### src/rtl/para_fetch_arbiter_pkg.sv
// Shared types and default sizes for the parallel-lane fetch arbiter.
package para_pkg;

    typedef enum logic [1:0] {
        IDLE  = 2'd0,
        ISSUE = 2'd1,
        RESP  = 2'd2
    } state_t;

    localparam int DEF_N_LANES = 4;
    localparam int DEF_ADDR_W  = 16;
    localparam int DEF_DATA_W  = 8;

endpackage

### src/rtl/para_fetch_arbiter_if.sv
// Lane request/response and shared-RAM signals of the fetch arbiter.
interface para_fetch_arbiter_if #(
    parameter int N_LANES = 4,
    parameter int ADDR_W  = 16,
    parameter int DATA_W  = 8
);

    logic [N_LANES-1:0]        req;
    logic [N_LANES*ADDR_W-1:0] req_addr;
    logic [ADDR_W-1:0]         ram_address;
    logic [DATA_W-1:0]         ram_dataout;
    logic [N_LANES-1:0]        grant;
    logic [N_LANES-1:0]        rsp_valid;
    logic [DATA_W-1:0]         rsp_data;
    logic                      busy;
    logic [15:0]               served_count;

    // The arbiter drives the RAM address and the lane responses.
    modport master (
        input  req,
        input  req_addr,
        input  ram_dataout,
        output ram_address,
        output grant,
        output rsp_valid,
        output rsp_data,
        output busy,
        output served_count
    );

    modport slave (
        output req,
        output req_addr,
        output ram_dataout,
        input  ram_address,
        input  grant,
        input  rsp_valid,
        input  rsp_data,
        input  busy,
        input  served_count
    );

endinterface

### src/rtl/para_fetch_arbiter_rr_pick.sv
// Combinational round-robin picker: first unmasked requester at or after the pointer.
module rr_pick #(
    parameter int N_LANES = 4,
    parameter int PTR_W   = (N_LANES > 1) ? $clog2(N_LANES) : 1
) (
    input  logic [N_LANES-1:0] i_req,
    input  logic [N_LANES-1:0] i_mask,
    input  logic [PTR_W-1:0]   i_pointer,
    output logic [N_LANES-1:0] o_winner,
    output logic [PTR_W-1:0]   o_winnerIdx,
    output logic               o_anyValid
);

    logic [N_LANES-1:0] w_eligible;
    logic [PTR_W:0]     w_idx;

    assign w_eligible = i_req & ~i_mask;

    // Scan pointer, pointer+1, ... with wrap; the first eligible lane wins.
    always_comb begin
        o_winner    = '0;
        o_winnerIdx = '0;
        o_anyValid  = 1'b0;
        w_idx       = '0;
        for (int k = 0; k < N_LANES; k++) begin
            w_idx = {1'b0, i_pointer} + (PTR_W+1)'(k);
            if (w_idx >= (PTR_W+1)'(N_LANES)) begin
                w_idx = w_idx - (PTR_W+1)'(N_LANES);
            end
            if (!o_anyValid && w_eligible[w_idx[PTR_W-1:0]]) begin
                o_anyValid                  = 1'b1;
                o_winner[w_idx[PTR_W-1:0]]  = 1'b1;
                o_winnerIdx                 = w_idx[PTR_W-1:0];
            end
        end
    end

endmodule

### src/rtl/para_fetch_arbiter.sv
// Round-robin arbiter sharing one combinational-read program RAM among the processor lanes.
module para_fetch_arbiter
    import para_pkg::*;
#(
    parameter int N_LANES = DEF_N_LANES,
    parameter int ADDR_W  = DEF_ADDR_W,
    parameter int DATA_W  = DEF_DATA_W
) (
    input logic                clk,
    input logic                reset_n,
    para_fetch_arbiter_if.master bus
);

    localparam int PTR_W = (N_LANES > 1) ? $clog2(N_LANES) : 1;

    state_t             r_state;
    state_t             w_stateNext;
    logic [PTR_W-1:0]   r_pointer;
    logic [PTR_W-1:0]   r_winnerIdx;
    logic [N_LANES-1:0] r_grant;
    logic [N_LANES-1:0] r_rspValid;
    logic [DATA_W-1:0]  r_rspData;
    logic [ADDR_W-1:0]  r_ramAddress;
    logic [15:0]        r_servedCount;

    logic [N_LANES-1:0] w_winner;
    logic [PTR_W-1:0]   w_winnerIdx;
    logic               w_anyValid;
    logic [ADDR_W-1:0]  w_winnerAddr;
    logic               w_issue;
    logic               w_respond;

    // During RESP the lane being answered is masked so it cannot win twice in a row.
    rr_pick #(
        .N_LANES (N_LANES),
        .PTR_W   (PTR_W)
    ) u_rrPick (
        .i_req       (bus.req),
        .i_mask      (r_rspValid),
        .i_pointer   (r_pointer),
        .o_winner    (w_winner),
        .o_winnerIdx (w_winnerIdx),
        .o_anyValid  (w_anyValid)
    );

    always_comb begin
        w_winnerAddr = '0;
        for (int i = 0; i < N_LANES; i++) begin
            if (w_winner[i]) begin
                w_winnerAddr = bus.req_addr[i*ADDR_W +: ADDR_W];
            end
        end
    end

    always_comb begin
        w_stateNext = r_state;
        w_issue     = 1'b0;
        w_respond   = 1'b0;
        case (r_state)
            IDLE: begin
                if (w_anyValid) begin
                    w_stateNext = ISSUE;
                    w_issue     = 1'b1;
                end
            end
            ISSUE: begin
                w_stateNext = RESP;
                w_respond   = 1'b1;
            end
            RESP: begin
                if (w_anyValid) begin
                    w_stateNext = ISSUE;
                    w_issue     = 1'b1;
                end else begin
                    w_stateNext = IDLE;
                end
            end
            default: w_stateNext = IDLE;
        endcase
    end

    // The response, the count and the pointer advance together on the edge entering RESP.
    always_ff @(posedge clk) begin
        if (!reset_n) begin
            r_state       <= IDLE;
            r_pointer     <= '0;
            r_winnerIdx   <= '0;
            r_grant       <= '0;
            r_rspValid    <= '0;
            r_rspData     <= '0;
            r_ramAddress  <= '0;
            r_servedCount <= '0;
        end else begin
            r_state    <= w_stateNext;
            r_rspValid <= w_respond ? r_grant : '0;
            if (w_issue) begin
                r_grant      <= w_winner;
                r_winnerIdx  <= w_winnerIdx;
                r_ramAddress <= w_winnerAddr;
            end else if (w_respond) begin
                r_grant <= '0;
            end
            if (w_respond) begin
                r_rspData     <= bus.ram_dataout;
                r_servedCount <= r_servedCount + 16'd1;
                r_pointer     <= (r_winnerIdx == PTR_W'(N_LANES-1)) ? '0 : r_winnerIdx + 1'b1;
            end
        end
    end

    assign bus.ram_address  = r_ramAddress;
    assign bus.grant        = r_grant;
    assign bus.rsp_valid    = r_rspValid;
    assign bus.rsp_data     = r_rspData;
    assign bus.busy         = (r_state != IDLE);
    assign bus.served_count = r_servedCount;

endmodule

### src/flat_wrapper.sv
// flat-port wrapper written by rule: the top's interface ports become plain ports
module para_fetch_arbiter_flat import para_pkg::*;
#(
    parameter int N_LANES = DEF_N_LANES,
    parameter int ADDR_W  = DEF_ADDR_W,
    parameter int DATA_W  = DEF_DATA_W
)
  (clk, reset_n, bus_req, bus_req_addr, bus_ram_dataout, bus_ram_address, bus_grant, bus_rsp_valid, bus_rsp_data, bus_busy, bus_served_count);
  para_fetch_arbiter_if #(.N_LANES(N_LANES), .ADDR_W(ADDR_W), .DATA_W(DATA_W)) bus_i ();
  input logic clk;
  input logic reset_n;
  input wire logic [$bits(bus_i.req)-1:0] bus_req;
  input wire logic [$bits(bus_i.req_addr)-1:0] bus_req_addr;
  input wire logic [$bits(bus_i.ram_dataout)-1:0] bus_ram_dataout;
  output wire logic [$bits(bus_i.ram_address)-1:0] bus_ram_address;
  output wire logic [$bits(bus_i.grant)-1:0] bus_grant;
  output wire logic [$bits(bus_i.rsp_valid)-1:0] bus_rsp_valid;
  output wire logic [$bits(bus_i.rsp_data)-1:0] bus_rsp_data;
  output wire logic [$bits(bus_i.busy)-1:0] bus_busy;
  output wire logic [$bits(bus_i.served_count)-1:0] bus_served_count;
  assign bus_i.req = bus_req;
  assign bus_i.req_addr = bus_req_addr;
  assign bus_i.ram_dataout = bus_ram_dataout;
  assign bus_ram_address = bus_i.ram_address;
  assign bus_grant = bus_i.grant;
  assign bus_rsp_valid = bus_i.rsp_valid;
  assign bus_rsp_data = bus_i.rsp_data;
  assign bus_busy = bus_i.busy;
  assign bus_served_count = bus_i.served_count;
  para_fetch_arbiter #(.N_LANES(N_LANES), .ADDR_W(ADDR_W), .DATA_W(DATA_W)) u_core (.clk(clk), .reset_n(reset_n), .bus(bus_i));
endmodule
### config.mk
export PLATFORM = sky130hd
export DESIGN_NAME = para_fetch_arbiter_flat
export DESIGN_NICKNAME = d
export VERILOG_FILES = /design/src/rtl/para_fetch_arbiter_pkg.sv /design/src/rtl/para_fetch_arbiter_if.sv /design/src/rtl/para_fetch_arbiter_rr_pick.sv /design/src/rtl/para_fetch_arbiter.sv /design/src/flat_wrapper.sv
export SDC_FILE = /design/constraint.sdc
export NUM_CORES = 1
export LEC_CHECK = 0
export BUFFER_PORTS_ARGS = -buffer_cell sky130_fd_sc_hd__buf_2
export CORE_MARGIN = 4
export CORE_UTILIZATION = 53
export DETAILED_ROUTE_END_ITERATION = 10
export HOLD_SLACK_MARGIN = 0.08
export PLACE_DENSITY = 0.93
export SETUP_SLACK_MARGIN = 0.4
export SLEW_MARGIN = 15
export SYNTH_ARGS = -nofsm -noshare
export SYNTH_HDL_FRONTEND = slang
export SYNTH_SLANG_ARGS = --single-unit
### constraint.sdc
create_clock -name clk -period 4.96 [get_ports clk]
set_clock_uncertainty 0.05 [all_clocks]
set_input_delay 0.496 -clock clk [delete_from_list [all_inputs] [get_ports clk]]
set_output_delay 0.496 -clock clk [all_outputs]
set_load 0.005 [all_outputs]
==> results by group, run 1 <==
Outcome
  – Outcome: completed

GRT
  – Number of global-route vias before repair: 3,083
  – Global-route wire length before repair: 14.5 mm
  – Initial antenna violation count: 0
  – Total track usage: between 20% and 30%
  – Largest net degree at the start of global routing: 40
  – Global route overflow: 0

Setup path
  – Reg2Reg Depth: 9
  – Crit. End Element: flip-flop
  – Worst Path Arrival: 3.94 ns
  – Cells along the critical path: inv_1, ha_1, nor4bb_2, nor4_4, or3_1, nand2_2, a211o_1, a32oi_1, o221ai_1
  – Crit start category: flip-flop
  – Slowest stage delay, CP: 0.64 ns
  – Flop2flop setup slack: 1.21 ns
  – Crit path to: u_core.bus.ram_address[14]
  – Reg-to-reg endpoint: u_core.bus.ram_address[14]
  – Critical Path Start: u_core.r_pointer[0]
  – Worst EP required: just over 5 ns
  – R2R Path Start: u_core.r_pointer[0]
  – Crit-path slowest cell: dfxtp_1
  – Worst Path Class, Setup: reg -> reg
  – Crit path max fanout: 17

STA
  – Tmin final: 3.75 ns
  – Max Slew Vio Count: 0
  – Tcrit/Tclk final: ~76%
  – RSZ-0062 raised after global routing: no
  – Fmax: 0.267 GHz
  – Worst Slack Setup Final: between 1 and 1.5 ns
  – Max transition margin: 44.1%
  – Final setup vio count: 0
  – Fin Setup TNS: 0 ns
  – Actual slew at the worst max-slew pin: 0.833 ns
  – Fin Hold WS: 0.347 ns
  – Final hold vios: 0

Pwr
  – Sw Ratio: approximately 32%
  – Overall power: 1.14 mW
  – VDD IR-drop max: 174 uV
  – Leakage: 1.79 nW
  – Logic pwr share: between 20% and 30%
  – Flop pwr share: 44.1%
  – Clk pwr share: 27.3%
  – Sw Pwr: 369 uW
  – Cell-internal power: 772 uW
  – Power Density: 294 nW/um^2

Logic synthesis
  – Synth async-reset ratio: 0%
  – Register area share after synthesis: 33.7%
  – Mean Syn Cell Area: about 9.4 sq um
  – Ys Warns: 0
  – Post-synth top area cell: dfxtp_1
  – Count of cell types in the netlist: 58
  – Post-Syn Nets: 427
  – Mapped Cells: 341
  – Ys flop type: dfxtp_1
  – Count of flip-flops with a built-in enable after synthesis: 0
  – #FFs+latches synth: 54
  – Top cells by area, synth: dfxtp_1, and3_1, o221ai_2, a32oi_2, xnor2_1
  – Mapped Area: ~3200 sq um
  – Post-synth top area share: 33.7%

Cells and area
  – Design area: 3880 sq um
  – Fillers: 482
  – Post-Layout Cell Count: 527
  – Antenna diodes: 0
  – Final core utilization: between 60% and 70%
  – Layout cells sized above 1: 36.9%
  – Area Overhead vs Synth: 21.0%
  – Final layout net count: 537

Clocking
  – Post-cts sizing count: 0
  – Clk buf depth: 2
  – CTS tree: yes
  – H-Tree Level Count: 2
  – Skew-Pair Late Insertion Delay: around 0.32 ns
  – Post-CTS setup buffer count: 0
  – Clk slew on worst S/H paths: 0.11 ns
  – Hold buffer count at CTS: 0
  – Clock sinks: 54
  – TritonCTS Buffers: 5
  – CTS root buf: clkbuf_8

Place
  – HPWL Detailed: 6.50 mm
  – # placed instances: 519
  – DP Area: about 3800 sq um
  – # port buffers: around 130
  – Post-place setup slack: 1.29 ns
  – Routability Congestion: ~0.9

Die
  – Die height: 85.8 um
  – Initial core utilization: 54.5%
  – Die area: 7360 sq um
  – Die Wd: 85.8 um
  – Core region area: 5890 sq um
  – Core Rows: 28
  – Num ports: 127

Worst hold path
  – WHS Path Cells: 3
  – Worst hold path class: in -> reg

Route
  – Final routed DRC violation total: 0
  – Vias/cell: 6.02
  – WL/cell: around 17 um
  – Routed wire length: approximately 9.0 mm
  – Via count: 3,172
  – First DRT Iteration DRCs: 419
  – First drt pass iteration count: 5
  – Routed Antenna Nets: 0

Flow run
  – Max Cap Violations: 0
[layer usage]
layer,global-route usage (%),wire length [um]
met5,0,0
met4,9.93,193
met3,5.57,763
met2,40.0,4390
met1,29.9,3610
[final cells by class]
type                            count  area, sq um  share of cell area (%)
Clock inverter                      3         43.8                    1.13
Tap cell                           75         93.8                    2.42
Timing Repair Buffer              128          646                    16.6
Clock buffer                        5         68.8                    1.77
Inverter                           20         75.1                    1.93
Sequential cell                    54         1080                    27.9
Multi-Input combinational cell    242         1870                    48.2
[cell usage after synthesis (9+ instances only)]
cell type,instances
a22oi_1,16
a32oi_2,9
o221ai_2,10
inv_1,20
and2_1,18
clkbuf_1,12
nand3_1,20
and3_1,25
a21boi_0,13
nand2_1,31
xnor2_1,15
dfxtp_1,54
[sequential cells by signal, summed over array words and instances, names as in the netlist]
| name | cells |
|---|---|
| u_core.r_winnerIdx | 2 |
| u_core.bus.rsp_valid | 4 |
| u_core.r_pointer | 2 |
| u_core.bus.ram_address | 16 |
| u_core.r_state | 2 |
| u_core.bus.served_count | 16 |
| u_core.bus.grant | 4 |
| u_core.bus.rsp_data | 8 |
[how the worst min path moves through the flow]
stage                                 to                   start  slack (ns)
2_1_floorplan     u_core.bus.rsp_data[3]  u_core.bus.rsp_data[3]        0.41
3_3_place_gp      u_core.bus.rsp_data[5]  u_core.bus.rsp_data[5]        0.40
3_5_place_dp      u_core.bus.rsp_data[3]  u_core.bus.rsp_data[3]        0.41
4_1_cts        u_core.bus.ram_address[3]        bus_req_addr[51]        0.35
5_1_grt        u_core.bus.ram_address[3]        bus_req_addr[51]        0.36
6_report       u_core.bus.ram_address[3]        bus_req_addr[51]        0.35
[kinds of logic (layout without fill, tap and decap cells)]
logic type | count (synthesis) | in the layout | share of synthesized area, %
adder cells (fa/ha/maj) | 8 | 8 | 3.12
AND/OR/NAND/NOR | 132 | 132 | 24.6
XOR/XNOR | 15 | 15 | 4.10
flip-flops | 54 | 54 | 33.7
buffers and inverters | 45 | 156 | 7.92
AO/OA/AOI/OAI | 85 | 85 | 25.6
multiplexers | 2 | 2 | 1.01
[critical path: cells and delay by family, from the launching register on]
kind,cells,cell delay [ns]
AO/OA/AOI/OAI,3,0.94
AND/OR/NAND/NOR,4,1.29
flip-flops,1,0.64
adder cells (fa/ha/maj),1,0.48
buffers and inverters,1,0.26
[layout by cell type, fill, tap and decap left out, types with 2 or more instances in the layout]
master and count:
buf_2 126, dfxtp_1 54, nand2_1 31, and3_1 25
inv_1 20, nand3_1 20, and2_1 18, a22oi_1 16
xnor2_1 15, a21boi_0 13, o221ai_2 10, a32oi_2 9
ha_1 8, nor2b_1 7, o221ai_1 7, a32oi_1 7
clkbuf_8 5, nand2b_1 4, nor2_1 4, nand4_1 4
or3_1 3, a21oi_1 3, a211oi_1 3, a22o_1 2
a221o_1 2, and4_1 2, a211o_1 2, o21ai_0 2
buf_4 2
[power by group through the flow]
stage / combinational, mW / sequential [mW] / clock [mW]
finish: 0.327 / 0.503 / 0.311
global route: 0.356 / 0.508 / 0.338
CTS: 0.324 / 0.502 / 0.314
detailed placement: 0.322 / 0.511 / 0
global placement: 0.311 / 0.510 / 0
floorplan: 0.243 / 0.509 / 0
Note: power is estimated with default switching activity, not from simulation.
==> inputs of run 2 (changes only) <==
CORE_UTILIZATION = 49   (was 53)
PLACE_DENSITY = 0.88   (was 0.93)
clock period = 3.53 ns   (was 4.96 ns; I/O delays follow)
==> run 2 against run 1 <==
  * Final cell count up 1.5%
  * Critical path type unchanged
  * Worst setup slack worse by 0.64 ns
  * Largest cell class unchanged
  * Largest power group unchanged
  * Count of clock-buffer cells in the layout unchanged
  * Power up 37%
  * Register-to-register slack worse by 0.64 ns
  * Cell area up 2.0%
  * Sequential power up 40%
  * Non-clock buffer count up 6
  * Via count down 2.6%
  * Core utilization down 3.6 points
  * Fmax up 27%
==> results by group, run 2 (synthesis gave the netlist of run 1 again) <==
Outcome
  – Outcome: completed

Setup path
  – Crit. End Element: flip-flop
  – Slowest stage delay, CP: 0.43 ns (-0.21 ns)
  – Critical path's most frequent cell: buf_4
  – Worst EP required: 3.67 ns (-1.48 ns)
  – Crit-path slowest cell: dfxtp_2
  – Crit start category: flip-flop
  – Cells along the critical path: inv_1, ha_2, and4b_4, nor4_4, or3_1, buf_4, nand2_2, a211o_1, buf_4, a32oi_1, o221ai_1
  – Worst Path Class, Setup: reg -> reg
  – Worst Path Arrival: 3.10 ns (-0.84 ns)
  – Crit path max fanout: 17 (unchanged)

Clocking
  – Clk buf depth: 2 (unchanged)
  – Clock sinks: 54 (unchanged)
  – Skew-Pair Late Insertion Delay: 0.31 ns (about the same)
  – Clk slew on worst S/H paths: 0.11 ns (about the same)
  – CTS root buf: clkbuf_8
  – H-Tree Level Count: 2 (unchanged)
  – TritonCTS Buffers: 5 (unchanged)
  – CTS tree: yes

Pwr
  – Cell-internal power: 1.04 mW (+35%)
  – Sw Ratio: 33.4% (+1.1 points)
  – Leakage: 1.82 nW (+1.6%)
  – Power Density: 395 nW/um^2 (+34%)
  – VDD IR-drop max: 238 uV (+37%)
  – Flop pwr share: 45.0% (+0.9 points)
  – Clk pwr share: 23.3% (-4.0 points)
  – Sw Pwr: 522 uW (+42%)
  – Logic pwr share: 31.7% (+3.1 points)

Place
  – # placed instances: 525 (+1.2%)
  – Routability Congestion: 0.848 (-6.0%)
  – HPWL Detailed: 6.53 mm (+0.44%)
  – # port buffers: 126 (unchanged)

STA
  – Max Slew Vio Count: 0 (unchanged)
  – Fin Setup TNS: 0 ns (unchanged)
  – Tcrit/Tclk final: 83.9% (+8.3 points)
  – RSZ-0062 raised after global routing: no
  – Fmax: 0.338 GHz (+27%)
  – Tmin final: 2.96 ns (-0.790 ns)
  – Final hold vios: 0 (unchanged)
  – Max transition margin: 47.7% (+3.6 points)
  – Actual slew at the worst max-slew pin: 0.780 ns (-0.0533 ns)
  – Final setup vio count: 0 (unchanged)

Route
  – First drt pass iteration count: 5 (unchanged)
  – Final routed DRC violation total: 0 (unchanged)
  – WL/cell: 16.6 um (-2.5%)
  – First DRT Iteration DRCs: 180 (-57%)
  – Via count: 3,089 (-2.6%)
  – Routed wire length: 8.87 mm (-0.99%)
  – Routed Antenna Nets: 0 (unchanged)
  – Vias/cell: 5.77 (-4.1%)

Cells and area
  – Layout cells sized above 1: 38.6% (+1.7 points)
  – Area Overhead vs Synth: 23.4%
  – Post-Layout Cell Count: 535 (+1.5%)
  – Antenna diodes: 0 (unchanged)
  – Commonest cells after routing, fill and taps aside: buf_2, dfxtp_1, nand2_1
  – Commonest non-fill, non-tap cell in the layout: buf_2
  – Final core utilization: 62.3% (-3.6 points)
  – Final layout net count: 543 (+1.1%)

Die
  – Num ports: 127 (unchanged)
  – Die area: 7900 sq um (+7.4%)
  – Die height: 88.9 um (+3.6%)
  – Die Wd: 88.9 um (+3.6%)
  – Core Rows: 29 (+3.6%)
  – Core region area: 6350 sq um (+7.9%)
  – Initial core utilization: 50.5% (-4.0 points)

Flow run
  – Max Cap Violations: 0 (unchanged)

GRT
  – Initial antenna violation count: 0 (unchanged)
  – Number of global-route vias before repair: 3,040 (-1.4%)
  – Global-route wire length before repair: 14.0 mm (-3.1%)
  – Largest net degree at the start of global routing: 40 (unchanged)
  – Global route overflow: 0 (unchanged)
  – Total track usage: 21.8% (-2.2 points)

Worst hold path
  – Worst hold path class: in -> reg
==> run 2: what timing repair did <==
action | in CTS | in global routing
hold buffers | 0 | 0
endpoints found under the setup margin | 16 | 17
gates resized for setup | 2 | 4
cloned | 0 | 0
hold endpoints to repair | 0 | 0
buffers inserted | 0 | 2
==> run 2: final timing paths <==
kind	startpoint	end	slack [ns]	cells past startpoint
max	u_core.r_pointer[1]	u_core.bus.ram_address[2]	0.57	11
min	bus_req_addr[56]	u_core.bus.ram_address[8]	0.21	3
max reg2reg	u_core.r_pointer[1]	u_core.bus.ram_address[2]	0.57	11
min reg2reg	u_core.bus.rsp_data[6]	u_core.bus.rsp_data[6]	0.42	2
==> run 2: metrics by stage <==
stage	cell area (sq um)	hold WS, ns	setup slack (ns)	total power, mW
6_report	3960	0.215	0.570	1.56
5_1_grt	3960	0.215	0.381	1.65
4_1_cts	3910	0.210	0.401	1.55
3_5_place_dp	3800	0.408	0.327	1.19
3_3_place_gp	3800	0.398	0.463	1.17
2_1_floorplan	3210	0.410	0.631	1.06
==> run 2: area by class of cell <==
cell class,count,area (sq um)
clock inverter,3,25.0
tap,77,96.3
timing repair buffer,134,703
clock buffer,5,68.8
multi-input combinational,242,1910
sequential,54,1080
fill,532,2390
inverter,20,75.1
==> run 2: power by group through the flow <==
stage / registers, mW / logic [mW] / clock network [mW]
after floorplan: 0.715 / 0.341 / 0
after global placement: 0.713 / 0.458 / 0
after detailed placement: 0.714 / 0.471 / 0
after CTS: 0.701 / 0.475 / 0.377
after global routing: 0.708 / 0.544 / 0.397
final: 0.702 / 0.495 / 0.365
==> run 2: worst max-delay path, delay by kind of cell, from the launching register on <==
family	cells	cell delay, ns
fa+ha+maj	1	0.37
flops	1	0.43
compound gates	3	0.60
buf+inv	3	0.53
simple gates	4	0.84
==> run 2: layer usage <==
metal  GRT usage, %  up-vias  part of all wire [%]
met3           2.86        8                   5.9
met5              0        -                     0
li1               -     1495                     -
met2           38.9      110                    54
met1           27.3     1476                    39
met4           6.59        0                   1.0
==> inputs of run 3 (changes only) <==
clock period = 3 ns   (was 3.53 ns; I/O delays follow)
==> run 3 against run 2 <==
  * Combinational power increased by 40%
  * Cell area grew 6.0%
  * Worst hold slack worse by 0.059 ns
  * Via count increased by 6.5%
  * Global-route usage rose by 0.79 points
  * Die area stayed put
  * Sequential power up 18%
  * Critical path type unchanged
==> results by group, run 3 (synthesis gave the netlist of run 1 again) <==
Clocking
  – Hold buffer count at CTS: 0 (unchanged)
  – Clock sinks: 54 (unchanged)
  – Clk buf depth: 2 (unchanged)
  – CTS root buf: clkbuf_8
  – Clk slew on worst S/H paths: 0.11 ns (about the same)
  – H-Tree Level Count: 2 (unchanged)
  – CTS tree: yes
  – TritonCTS Buffers: 5 (unchanged)
  – Skew-Pair Late Insertion Delay: 0.31 ns (about the same)

STA
  – RSZ-0062 raised after global routing: yes
  – Tcrit/Tclk final: 89.6% (+5.8 points)
  – Max transition margin: 55.6% (+7.9 points)
  – Tmin final: 2.69 ns (-0.271 ns)
  – Fin Setup TNS: 0 ns (unchanged)
  – Worst Slack Setup Final: 0.311 ns (-0.259 ns)
  – Actual slew at the worst max-slew pin: 0.666 ns (-0.114 ns)
  – Final setup vio count: 0 (unchanged)
  – Max Slew Vio Count: 0 (unchanged)
  – Final hold vios: 0 (unchanged)
  – Fmax: 0.372 GHz (+10%)

Route
  – DR WL met3: 766 um (+48%)
  – Routed wire length: 9.91 mm (+12%)
  – WL/cell: 18.0 um (+8.7%)
  – Metal2 WL: 5.15 mm (+8.2%)
  – Max layer used: met4
  – M1 WL: 3.63 mm (+3.7%)
  – First drt pass iteration count: 5 (unchanged)
  – First DRT Iteration DRCs: 333 (+85%)
  – Final routed DRC violation total: 0 (unchanged)
  – Routed Antenna Nets: 0 (unchanged)
  – Vias/cell: 5.98 (+3.6%)
  – Via count: 3,290 (+6.5%)

GRT
  – Number of global-route vias before repair: 3,196 (+5.1%)
  – Largest net degree at the start of global routing: 38 (-5.0%)
  – Initial antenna violation count: 0 (unchanged)
  – Total track usage: 22.6% (+0.79 points)
  – Global route overflow: 0 (unchanged)
  – Global-route wire length before repair: 14.4 mm (+2.9%)

Cells and area
  – Commonest non-fill, non-tap cell in the layout: buf_2
  – Area Overhead vs Synth: 30.7%
  – Final layout net count: 558 (+2.8%)
  – Antenna diodes: 0 (unchanged)
  – Layout cells sized above 1: 42.1% (+3.4 points)
  – Commonest cells after routing, fill and taps aside: buf_2, dfxtp_1, nand2_1

Pwr
  – Cell-internal power: 1.29 mW (+24%)
  – Clk pwr share: 21.8% (-1.5 points)
  – Leakage: 1.94 nW (+6.4%)
  – Sw Pwr: 652 uW (+25%)
  – Flop pwr share: 42.6% (-2.4 points)
  – VDD IR-drop max: 350 uV (+47%)
  – Logic pwr share: 35.6% (+3.9 points)
  – Power Density: 464 nW/um^2 (+18%)
  – Sw Ratio: 33.5% (+0.12 points)

Die
  – Core Rows: 29 (unchanged)
  – Die area: 7900 sq um (unchanged)
  – Die Wd: 88.9 um (unchanged)
  – Die height: 88.9 um (unchanged)
  – Num ports: 127 (unchanged)
  – Initial core utilization: 50.5% (unchanged)
  – Core region area: 6350 sq um (unchanged)

Place
  – Routability Congestion: 0.842 (-0.70%)
  – # port buffers: 126 (unchanged)
  – HPWL Detailed: 6.53 mm (about the same)
  – Post-place setup slack: 0.0850 ns (-0.242 ns)

Flow run
  – Max Cap Violations: 0 (unchanged)

Outcome
  – Outcome: completed

Setup path
  – Worst Path Class, Setup: reg -> reg
  – Crit. End Element: flip-flop
  – Worst EP required: 3.16 ns (-0.51 ns)
  – Crit start category: flip-flop
  – Worst Path Arrival: 2.84 ns (-0.26 ns)
  – Crit path max fanout: 8 (-9)

Worst hold path
  – Worst hold path class: in -> reg
run 3: cell types whose count changed in the layout (fill, tap and decap cells not counted), moves of 2 or more:
cell,before,now
clkinv_2,0,2
inv_1,20,18
dfxtp_4,0,2
buf_12,1,4
clkbuf_16,0,3
buf_4,7,16
run 3: per-layer routing:
metal	GRT usage (%)	vias up
li1	-	1524
met1	25.9	1548
met2	41.2	173
met3	4.06	45
met4	9.07	0
met5	0	-
run 3: worst max-delay path, stage by stage, from the launching register on:
cell       delay (ns)
dfxtp_4          0.38
inv_4            0.05
ha_4             0.27
and4bb_2         0.27
nor4_4           0.37
nor2_2           0.09
a22o_1           0.21
a221o_2          0.38
clkbuf_16        0.20
a32oi_1          0.19
o221ai_1         0.13
run 3: power by group through the flow:
stage	logic, mW	clock network, mW	registers (mW)
final	0.693	0.424	0.828
after global placement	0.550	0	0.840
after global routing	0.743	0.467	0.835
after detailed placement	0.563	0	0.843
after CTS	0.592	0.427	0.826
after floorplan	0.408	0	0.842
run 3: layout make-up:
| cell class | instances | area (sq um) |
|---|---|---|
| Fill cell | 498 | 2160 |
| Multi-Input combinational cell | 242 | 1930 |
| Sequential cell | 54 | 1090 |
| Timing Repair Buffer | 149 | 906 |
| Tap cell | 77 | 96.3 |
| Inverter | 20 | 82.6 |
| Clock buffer | 5 | 68.8 |
| Clock inverter | 3 | 18.8 |
run 3: path summary, 6_finish.rpt:
kind,from,endpoint,slack (ns),cells past startpoint
worst max-delay path,u_core.r_pointer[1],u_core.bus.ram_address[3],0.31,10
worst max register to register,u_core.r_pointer[1],u_core.bus.ram_address[3],0.31,10
worst min-delay path,bus_req_addr[62],u_core.bus.ram_address[14],0.16,3
worst min register to register,u_core.bus.rsp_data[5],u_core.bus.rsp_data[5],0.42,2
run 3: per-stage QoR:
step | std cells | hold WS, ns | area [sq um] | util, % | total power, mW
detailed placement | 526 | 0.407 | 3830 | 60.3 | 1.41
finish | 550 | 0.155 | 4190 | 66.0 | 1.94
CTS | 537 | 0.154 | 4000 | 63.0 | 1.84
floorplan | 341 | 0.389 | 3230 | - | 1.25
global route | 550 | 0.157 | 4190 | 66.0 | 2.04
global placement | 526 | 0.398 | 3830 | 60.3 | 1.39
run 3: timing repair:
item                                    CTS  global route
pin swaps                                 1            17
hold endpoints to repair                  0             0
setup buffers                             3            10
gates resized for setup                   6             9
cloned                                    0             3
endpoints found under the setup margin   17            16
